**config.mk**
```make
export PLATFORM = sky130hd
export DESIGN_NAME = output_buffer
export DESIGN_NICKNAME = d
export VERILOG_FILES = /design/src/rtl/output_buffer.sv
export SDC_FILE = /design/constraint.sdc
export NUM_CORES = 1
export LEC_CHECK = 0
export CAP_MARGIN = 10
export CORE_ASPECT_RATIO = 1.4
export CORE_MARGIN = 2
export CORE_UTILIZATION = 60
export CTS_BUF_LIST = sky130_fd_sc_hd__clkbuf_4 sky130_fd_sc_hd__clkbuf_8
export DETAILED_ROUTE_END_ITERATION = 12
export HOLD_SLACK_MARGIN = 0.06
export PLACE_DENSITY = 0.81
export SLEW_MARGIN = 20
export SYNTH_ARGS = -nofsm -noshare
export SYNTH_HDL_FRONTEND = slang
export SYNTH_SLANG_ARGS = --single-unit
```
**constraint.sdc**
```tcl
create_clock -name clk -period 9.25 [get_ports clk]
set_input_delay 1.85 -clock clk [delete_from_list [all_inputs] [get_ports clk]]
set_output_delay 1.85 -clock clk [all_outputs]
set_load 0.005 [all_outputs]
```
**src/rtl/output_buffer.sv**
```systemverilog
// output_buffer: realigns the column-skewed partial-sum stream of the systolic array into rows.
// Latency: a row is presented the cycle after its last column is written; o_data is fall-through.
// Backpressure: o_ready low holds the head row; i_ready is advisory, writes into a full column are dropped.
// Option: define OUTPUT_BUFFER_RELU_EN to clamp negative o_data elements to zero (storage stays raw).
module output_buffer #(
  parameter int SYS_COLS   = 4,
  parameter int P_BITWIDTH = 32,
  parameter int DEPTH      = 8
) (
  input  logic                           clk,
  input  logic                           rst,
  input  logic                           clr,
  input  logic [SYS_COLS-1:0]            i_valid,
  input  logic [SYS_COLS*P_BITWIDTH-1:0] i_data,
  output logic                           i_ready,
  output logic                           o_valid,
  input  logic                           o_ready,
  output logic [SYS_COLS*P_BITWIDTH-1:0] o_data,
  output logic [$clog2(DEPTH):0]         row_count,
  output logic                           overflow
);

  localparam int AW = $clog2(DEPTH);
  localparam int PW = AW + 1;
  localparam logic [PW-1:0] FULL = PW'(DEPTH);

  // Per-column circular storage; contents are don't-care after a flush.
  logic [P_BITWIDTH-1:0] mem [SYS_COLS][DEPTH];
  // Write pointers carry one extra wrap bit so full and empty differ.
  logic [PW-1:0]         wptr [SYS_COLS];
  // Single read pointer: every column pops its head together.
  logic [PW-1:0]         rptr;
  logic [PW-1:0]         occ [SYS_COLS];
  logic [SYS_COLS-1:0]   wr_en;
  logic [SYS_COLS-1:0]   wr_drop;
  logic [P_BITWIDTH-1:0] head;
  logic                  pop;
  logic                  flush;

  assign flush = rst | clr;

  // Column occupancy against the shared read pointer and write accept/drop decisions.
  always_comb begin
    for (int c = 0; c < SYS_COLS; c++) begin
      occ[c]     = wptr[c] - rptr;
      wr_en[c]   = i_valid[c] && (occ[c] != FULL);
      wr_drop[c] = i_valid[c] && (occ[c] == FULL);
    end
  end

  // A row is complete once the last (most lagging) column holds it.
  assign row_count = occ[SYS_COLS-1];
  assign o_valid   = (occ[SYS_COLS-1] != '0);
  assign i_ready   = (occ[0] != FULL);
  assign pop       = o_valid & o_ready;

  // Write pointers advance only on accepted writes; a pop never frees a same-cycle slot.
  always_ff @(posedge clk) begin
    if (flush) begin
      for (int c = 0; c < SYS_COLS; c++) begin
        wptr[c] <= '0;
      end
    end else begin
      for (int c = 0; c < SYS_COLS; c++) begin
        if (wr_en[c]) begin
          wptr[c] <= wptr[c] + PW'(1);
        end
      end
    end
  end

  // Shared read pointer steps on every accepted handshake.
  always_ff @(posedge clk) begin
    if (flush) begin
      rptr <= '0;
    end else if (pop) begin
      rptr <= rptr + PW'(1);
    end
  end

  // Sticky drop flag, cleared only by a flush.
  always_ff @(posedge clk) begin
    if (flush) begin
      overflow <= 1'b0;
    end else if (wr_drop != '0) begin
      overflow <= 1'b1;
    end
  end

  // Storage write port per column; a flush discards any partially written row.
  always_ff @(posedge clk) begin
    for (int c = 0; c < SYS_COLS; c++) begin
      if (!flush && wr_en[c]) begin
        mem[c][wptr[c][AW-1:0]] <= i_data[c*P_BITWIDTH +: P_BITWIDTH];
      end
    end
  end

  // Fall-through head row, zeroed when nothing complete is stored.
  always_comb begin
    o_data = '0;
    head   = '0;
    for (int c = 0; c < SYS_COLS; c++) begin
      head = mem[c][rptr[AW-1:0]];
`ifdef OUTPUT_BUFFER_RELU_EN
      if (head[P_BITWIDTH-1]) begin
        head = '0;
      end
`endif
      if (o_valid) begin
        o_data[c*P_BITWIDTH +: P_BITWIDTH] = head;
      end
    end
  end

endmodule
```
==> impl_metrics.csv, run 1 <==
group,metric,value,unit
status,run_status,"finished clean",
timing,slew_headroom,0.2447,
pwr,finalPower,0.009721,W
route,wl,89890,um
global_route,grt_usage,0.2643,
placement,gpl.final_weighted_congestion,0.7894,
layout,num-nets-final,2473,
worst_setup_path,worstPathMaxFanout,67,
global_route,grt_antenna_before_repair,20,
synthesis,post_synth_instance_area,0.04030,mm^2
clock_network,tritoncts.num_buffers,148,
layout,final_core_util,0.7072,
floorplan,core-area,0.06656,mm^2
clock_network,cts.htree.levels,4,
placement,dp_worst_slack,2.798,ns
global_route,grt_use_met3,0.06062,
min_path,min_path_type,"flop to flop",
worst_setup_path,ff2ff_setup_slack,3.65,ns
timing,timing.final.setup_violations,0,
placement,place.port_buffers,270,
worst_setup_path,timing.critical_path.to_type,"primary output",
run,cap_viol_max_count,0,
synthesis,postSynth.topFlopCell,"edfxtp_1",
clock_network,clkTransAtPathRegs,0.06,ns
clock_network,ctsLongestPathBuffers,3,
synthesis,syn-num-nets,2118,
clock_network,post_cts_setup_driven_buffer_insertion_count,0,
clock_network,cts.sink_count,1045,
worst_setup_path,crit_chain,"inv_1, fa_1, xor2_1, nor3_1, o21a_4, buf_4, a21oi_1, clkdlybuf4s50_1",
global_route,grt_max_degree,125,
placement,post-dp-hpwl,50590,um
worst_setup_path,critical-path-max-stage-delay,0.95,ns
synthesis,ys_warn_count,0,
clock_network,cts_hold_buf,0,
synthesis,synth_area_per_cell,20.52,um^2
timing,report.final.slew_viol_count,0,
floorplan,floorplan.die.height,310.7,um
clock_network,cts_tree,"yes",
route,via_density_per_instance,6.264,
floorplan,die_area,0.06929,mm^2
synthesis,largest_area_contributor_in_the_synthesized_netlist,"edfxtp_1",
global_route,grtUsageMet1,0.3369,
synthesis,yosys-top-cells-count,"edfxtp_1 (1,040), nand2_1 (265), mux4_2 (256)",
layout,flow.area_growth_from_synthesis,16.80,%
floorplan,floorplan.rows,112,
synthesis,synth-seq-cells,1045,
route,drtPass1Iterations,6,
timing,finalWorstPathRequiredPeriod,7.332,ns
layout,drive_above_1_share,0.2324,
synthesis,synthArstFlopShare,0,
pwr,total_leakage_power,14.79,nW
synthesis,yosys.area.top_type_share,0.7749,
timing,final.setup_skew,0.03888,ns
worst_setup_path,worst_ep_required_time,7.40,ns
route,routedWlPerCell,27.25,um
worst_setup_path,crit_path_kind,"flop to primary output",
global_route,grt_overflow,0,
route,drcViolationCount,0,
layout,num-fill-cells,3828,
global_route,vias_in_the_first_global_route,21840,
synthesis,synthCells,1964,
floorplan,design.portCount,271,
timing,totalNegativeSetupSlack,0,ns
timing,timing.final.ws_setup,1.918,ns
synthesis,synth_top_cells_by_area,"edfxtp_1 (77%), mux4_2 (14%), nand2_1 (2.5%)",
clock_network,clock_insertion_delay_worst_skew,0.80,ns
floorplan,floorplan.initialDensity,0.6055,
timing,worstMarginPinSlew,1.133,ns
worst_setup_path,cp.arrival,5.48,ns
global_route,top_usage_layer,"met2",
timing,fmax,136.4,MHz
worst_setup_path,worst_setup_path_start_kind,"flop",
worst_setup_path,cpMaxStageDelayCell,"dfxtp_4",
pwr,cellPowerDensity,206.5,mW/mm^2
synthesis,post_synth_num_cell_types,42,
synthesis,synth-edff-count,1040,
route,via_count,20660,
timing,fin_worst_hold_slack,0.6238,ns
timing,rsz0062_at_grt,"false",
synthesis,ys_seq_area_frac,0.7774,
clock_network,clock_tree.root_cell,"clkbuf_8",
pwr,vdd_ir_drop_max,0.1530,mV
clock_network,cts_resized,0,
global_route,wire_length_of_the_first_global_routing_pass,133500,um
route,drt_iter0_drc,2005,
floorplan,floorplan.die.width,223.0,um
synthesis,synth_most_common_cell,"edfxtp_1",
global_route,met2_usage,0.4397,
timing,finalHoldViolations,0,
route,ant_nets,0,
timing,part_of_the_cycle_the_worst_path_needs,0.7926,
[area by class of cell]
cell class / count / area (um^2) / share of cell area
sequential: 1045 / 31340 / 0.6658
multi-input combinational: 792 / 8608 / 0.1829
timing repair buffer: 314 / 3078 / 0.06538
clock buffer: 211 / 2554 / 0.05425
tap: 855 / 1070 / 0.02272
clock inverter: 51 / 322.8 / 0.006857
inverter: 18 / 70.07 / 0.001488
antenna: 13 / 32.53 / 0.0006910
[worst max-delay path: cells and delay by family (launching register included)]
family | cells | cell delay [ns]
compound gates | 2 | 1.09
buf+inv | 3 | 1.46
simple gates | 1 | 0.36
flops | 1 | 0.95
fa+ha+maj | 1 | 0.52
xor+xnor | 1 | 0.20
[cells in the final DEF, fill, tap and decap left out, types with 3 or more instances in the layout]
cell type        Yosys  layout
inv_1               17      17
xor2_1               8       8
ha_1                17      17
nand2_1            265     265
bufinv_16            0       3
nor3_2               0       6
dfxtp_4              0       3
nor4b_2              0       4
clkinv_2             0       9
nand3_1              8       8
xnor2_1             10      10
clkbuf_8             0     155
and4b_1              4       4
buf_4                1      41
diode_2              0      13
clkinvlp_4           0       3
a21oi_1            139     139
edfxtp_1          1040    1040
nor2_1              21      15
clkinv_1             1      31
and3_1               4       4
clkbuf_4             0      56
nor4_2               0       8
and2_1               5       5
mux4_2             256     256
clkdlybuf4s50_1      0     270
o21ai_0              3       3
inv_6                0       3
nand3b_1             6       6
nor2_4               0       6
nand2b_1             4       4
[cell families (layout without fill, tap and decap cells)]
| logic type | after synthesis | after routing | share of synthesized area |
|---|---|---|---|
| muxes | 256 | 256 | 0.1431 |
| other | 0 | 13 | 0 |
| adders and majority gates | 18 | 18 | 0.005774 |
| buffers and inverters | 127 | 594 | 0.01341 |
| and+or+nand+nor | 348 | 348 | 0.03688 |
| DFF | 1045 | 1045 | 0.7774 |
| xor gates and xnor gates | 18 | 18 | 0.003912 |
| AOI/OAI and AO/OA | 152 | 152 | 0.01962 |
[final timing paths]
kind / startpoint / endpoint / cells past startpoint
min reg2reg: overflow$_SDFFE_PP0P_ / overflow$_SDFFE_PP0P_ / 2
max reg2reg: rptr[2]$_SDFFE_PP0P_ / mem[1][34]$_DFFE_PP_ / 9
max: rptr[1]$_SDFFE_PP0P_ / o_data[23] / 8
min: overflow$_SDFFE_PP0P_ / overflow$_SDFFE_PP0P_ / 2
[per-layer routing]
metal  wire [um]  vias up
met4        3068       14
met2       46110     1038
met1       33090    10730
li1            -     8696
met3        7521      183
met5          97        -
[flip-flops by register name, summed over array words and instances, names as in the netlist]
name and cells:
mem 1024, overflow 1, rptr 4, wptr 16
[power by group]
part | internal (W) | total [W] | leakage (nW) | switching [W]
registers | 0.00527 | 0.00530 | 9.45 | 0.0000360
logic | 0.000467 | 0.000918 | 3.82 | 0.000451
clock network | 0.00186 | 0.00350 | 1.52 | 0.00164
total | 0.00759 | 0.00972 | 14.8 | 0.00213
[stage by stage]
| stage | cells | cell area [um^2] |
|---|---|---|
| floorplan | 1964 | 40300 |
| global placement | 3023 | 44130 |
| finish | 3299 | 47080 |
| detailed placement | 3023 | 44130 |
| CTS | 3285 | 47010 |
| global route | 3298 | 47070 |
No activity file was read; power rests on OpenSTA's default activity.
==> run 2, diff against run 1 <==
--- a/config.mk
+++ b/config.mk
@@ -8,11 +8,11 @@
 export CAP_MARGIN = 10
 export CORE_ASPECT_RATIO = 1.4
 export CORE_MARGIN = 2
-export CORE_UTILIZATION = 60
+export CORE_UTILIZATION = 55
 export CTS_BUF_LIST = sky130_fd_sc_hd__clkbuf_4 sky130_fd_sc_hd__clkbuf_8
 export DETAILED_ROUTE_END_ITERATION = 12
 export HOLD_SLACK_MARGIN = 0.06
-export PLACE_DENSITY = 0.81
+export PLACE_DENSITY = 0.78
 export SLEW_MARGIN = 20
 export SYNTH_ARGS = -nofsm -noshare
 export SYNTH_HDL_FRONTEND = slang
==> constraint.sdc (replaced) <==
create_clock -name clk -period 6.6 [get_ports clk]
set_input_delay 1.32 -clock clk [delete_from_list [all_inputs] [get_ports clk]]
set_output_delay 1.32 -clock clk [all_outputs]
set_load 0.005 [all_outputs]
==> impl_metrics.csv, run 2 (same netlist as run 1, synthesis figures left out) <==
group,metric,value,unit
clock_network,clock_insertion_delay_worst_skew,0.80,ns
floorplan,floorplan.initialDensity,0.5551,
placement,place.port_buffers,270,
floorplan,core-area,0.07261,mm^2
clock_network,clkTransAtPathRegs,0.07,ns
layout,flow.area_growth_from_synthesis,17.28,%
worst_setup_path,worst_setup_path_start_kind,"flop",
run,cap_viol_max_count,0,
layout,drive_above_1_share,0.2291,
global_route,grt_overflow,0,
route,ant_nets,0,
layout,flip_flop_count_of_the_largest_register_after_layout,1024,
worst_setup_path,cp.arrival,4.79,ns
clock_network,ctsLongestPathBuffers,3,
worst_setup_path,crit_path_kind,"flop to primary output",
worst_setup_path,worstPathMaxFanout,73,
timing,finalHoldViolations,0,
floorplan,floorplan.die.height,324.3,um
pwr,finalPower,0.01354,W
status,run_status,"finished clean",
pwr,cellPowerDensity,286.4,mW/mm^2
global_route,grt_usage,0.2453,
clock_network,post_cts_setup_driven_buffer_insertion_count,0,
floorplan,floorplan.rows,117,
layout,final_core_util,0.6510,
route,via_count,20430,
clock_network,tritoncts.num_buffers,150,
pwr,total_leakage_power,14.77,nW
timing,fmax,163.7,MHz
timing,worstMarginPinSlew,1.137,ns
route,via_density_per_instance,6.022,
layout,layout.cells.most_common_list,"edfxtp_1 (1,040), clkdlybuf4s50_1 (270), nand2_1 (265)",
route,wl,89650,um
global_route,grt_antenna_before_repair,18,
layout,mostFrequentLayoutCell,"edfxtp_1",
timing,fin_worst_hold_slack,0.6094,ns
timing,part_of_the_cycle_the_worst_path_needs,0.9257,
layout,finalInstanceArea,0.04727,mm^2
layout,num-fill-cells,4761,
clock_network,clock_tree.root_cell,"clkbuf_8",
floorplan,floorplan.die.width,232.8,um
global_route,grt_max_degree,131,
clock_network,cts.htree.levels,4,
global_route,vias_in_the_first_global_route,22080,
worst_setup_path,worst_ep_required_time,5.28,ns
placement,placed_area,0.04438,mm^2
timing,rsz0062_at_grt,"false",
clock_network,cts_tree,"yes",
route,routedWlPerCell,26.43,um
timing,final.setup_skew,0.04274,ns
clock_network,cts_hold_buf,0,
layout,num-nets-final,2479,
worst_setup_path,timing.critical_path.to_type,"primary output",
clock_network,cts_resized,0,
timing,report.final.slew_viol_count,0,
pwr,vdd_ir_drop_max,0.2259,mV
timing,totalNegativeSetupSlack,0,ns
route,drcViolationCount,0,
route,drtPass1Iterations,7,
timing,finalWorstPathRequiredPeriod,6.110,ns
timing,slew_headroom,0.2418,
route,drt_iter0_drc,1729,
floorplan,die_area,0.07549,mm^2
floorplan,design.portCount,271,
placement,post-dp-hpwl,51960,um
placement,gpl.final_weighted_congestion,0.7514,
clock_network,cts.sink_count,1045,
min_path,min_path_type,"flop to flop",
global_route,wire_length_of_the_first_global_routing_pass,135500,um
timing,timing.final.setup_violations,0,
==> run 2: cell count changes in the layout (fill, tap and decap cells not counted), moves of 3 or more <==
cell / change
diode_2: -4
nor4_2: -4
buf_4: -3
clkinvlp_4: +5
clkbuf_4: -16
buf_12: +5
clkinv_1: +8
nor4_4: +4
==> run 2: final cells by class <==
cell class	count	area, um^2	share of cell area
antenna	9	22.52	0.0004765
clock buffer	193	2406	0.05090
clock inverter	65	391.6	0.008285
inverter	18	70.07	0.001482
multi-input combinational	792	8633	0.1827
sequential	1045	31340	0.6631
tap	952	1191	0.02520
timing repair buffer	318	3211	0.06792
==> run 2: stage by stage <==
stage / cells / worst slack (ns)
after detailed placement: 3124 / 1.310
after CTS: 3382 / 0.3834
after floorplan: 1964 / 0.6925
after global routing: 3392 / 0.1649
final: 3392 / 0.4901
after global placement: 3122 / 1.396
==> run 2: worst paths after layout <==
kind                             start               endpoint  slack (ns)  cells past startpoint
setup / recovery  rptr[2]$_SDFFE_PP0P_                o_valid        0.49                      8
hold / removal    rptr[3]$_SDFFE_PP0P_   rptr[3]$_SDFFE_PP0P_        0.61                      2
setup reg to reg  rptr[2]$_SDFFE_PP0P_  mem[1][168]$_DFFE_PP_        1.59                      9
hold reg to reg   rptr[3]$_SDFFE_PP0P_   rptr[3]$_SDFFE_PP0P_        0.61                      2
==> run 2: critical path, stage by stage (launching register included) <==
cell,delay [ns]
dfxtp_4,1.09
inv_4,0.39
ha_1,0.48
xor2_1,0.18
nor3_1,0.32
o21a_4,0.21
buf_4,0.51
inv_1,0.26
clkdlybuf4s50_1,0.52
==> run 2: report_power, final <==
| part | leakage [nW] | total, W | internal [W] | switching (W) |
|---|---|---|---|---|
| combinational | 3.87 | 0.00129 | 0.000661 | 0.000626 |
| sequential | 9.45 | 0.00743 | 0.00738 | 0.0000478 |
| clock | 1.45 | 0.00482 | 0.00250 | 0.00232 |
==> run 2: per-layer routing <==
layer | routed length, um | GRT usage | vias up
met2 | 47340 | 0.4150 | 856
met1 | 32930 | 0.3102 | 10670
met5 | 111 | 0 | -
li1 | - | - | 8705
met3 | 6797 | 0.05995 | 176
met4 | 2472 | 0.08682 | 16
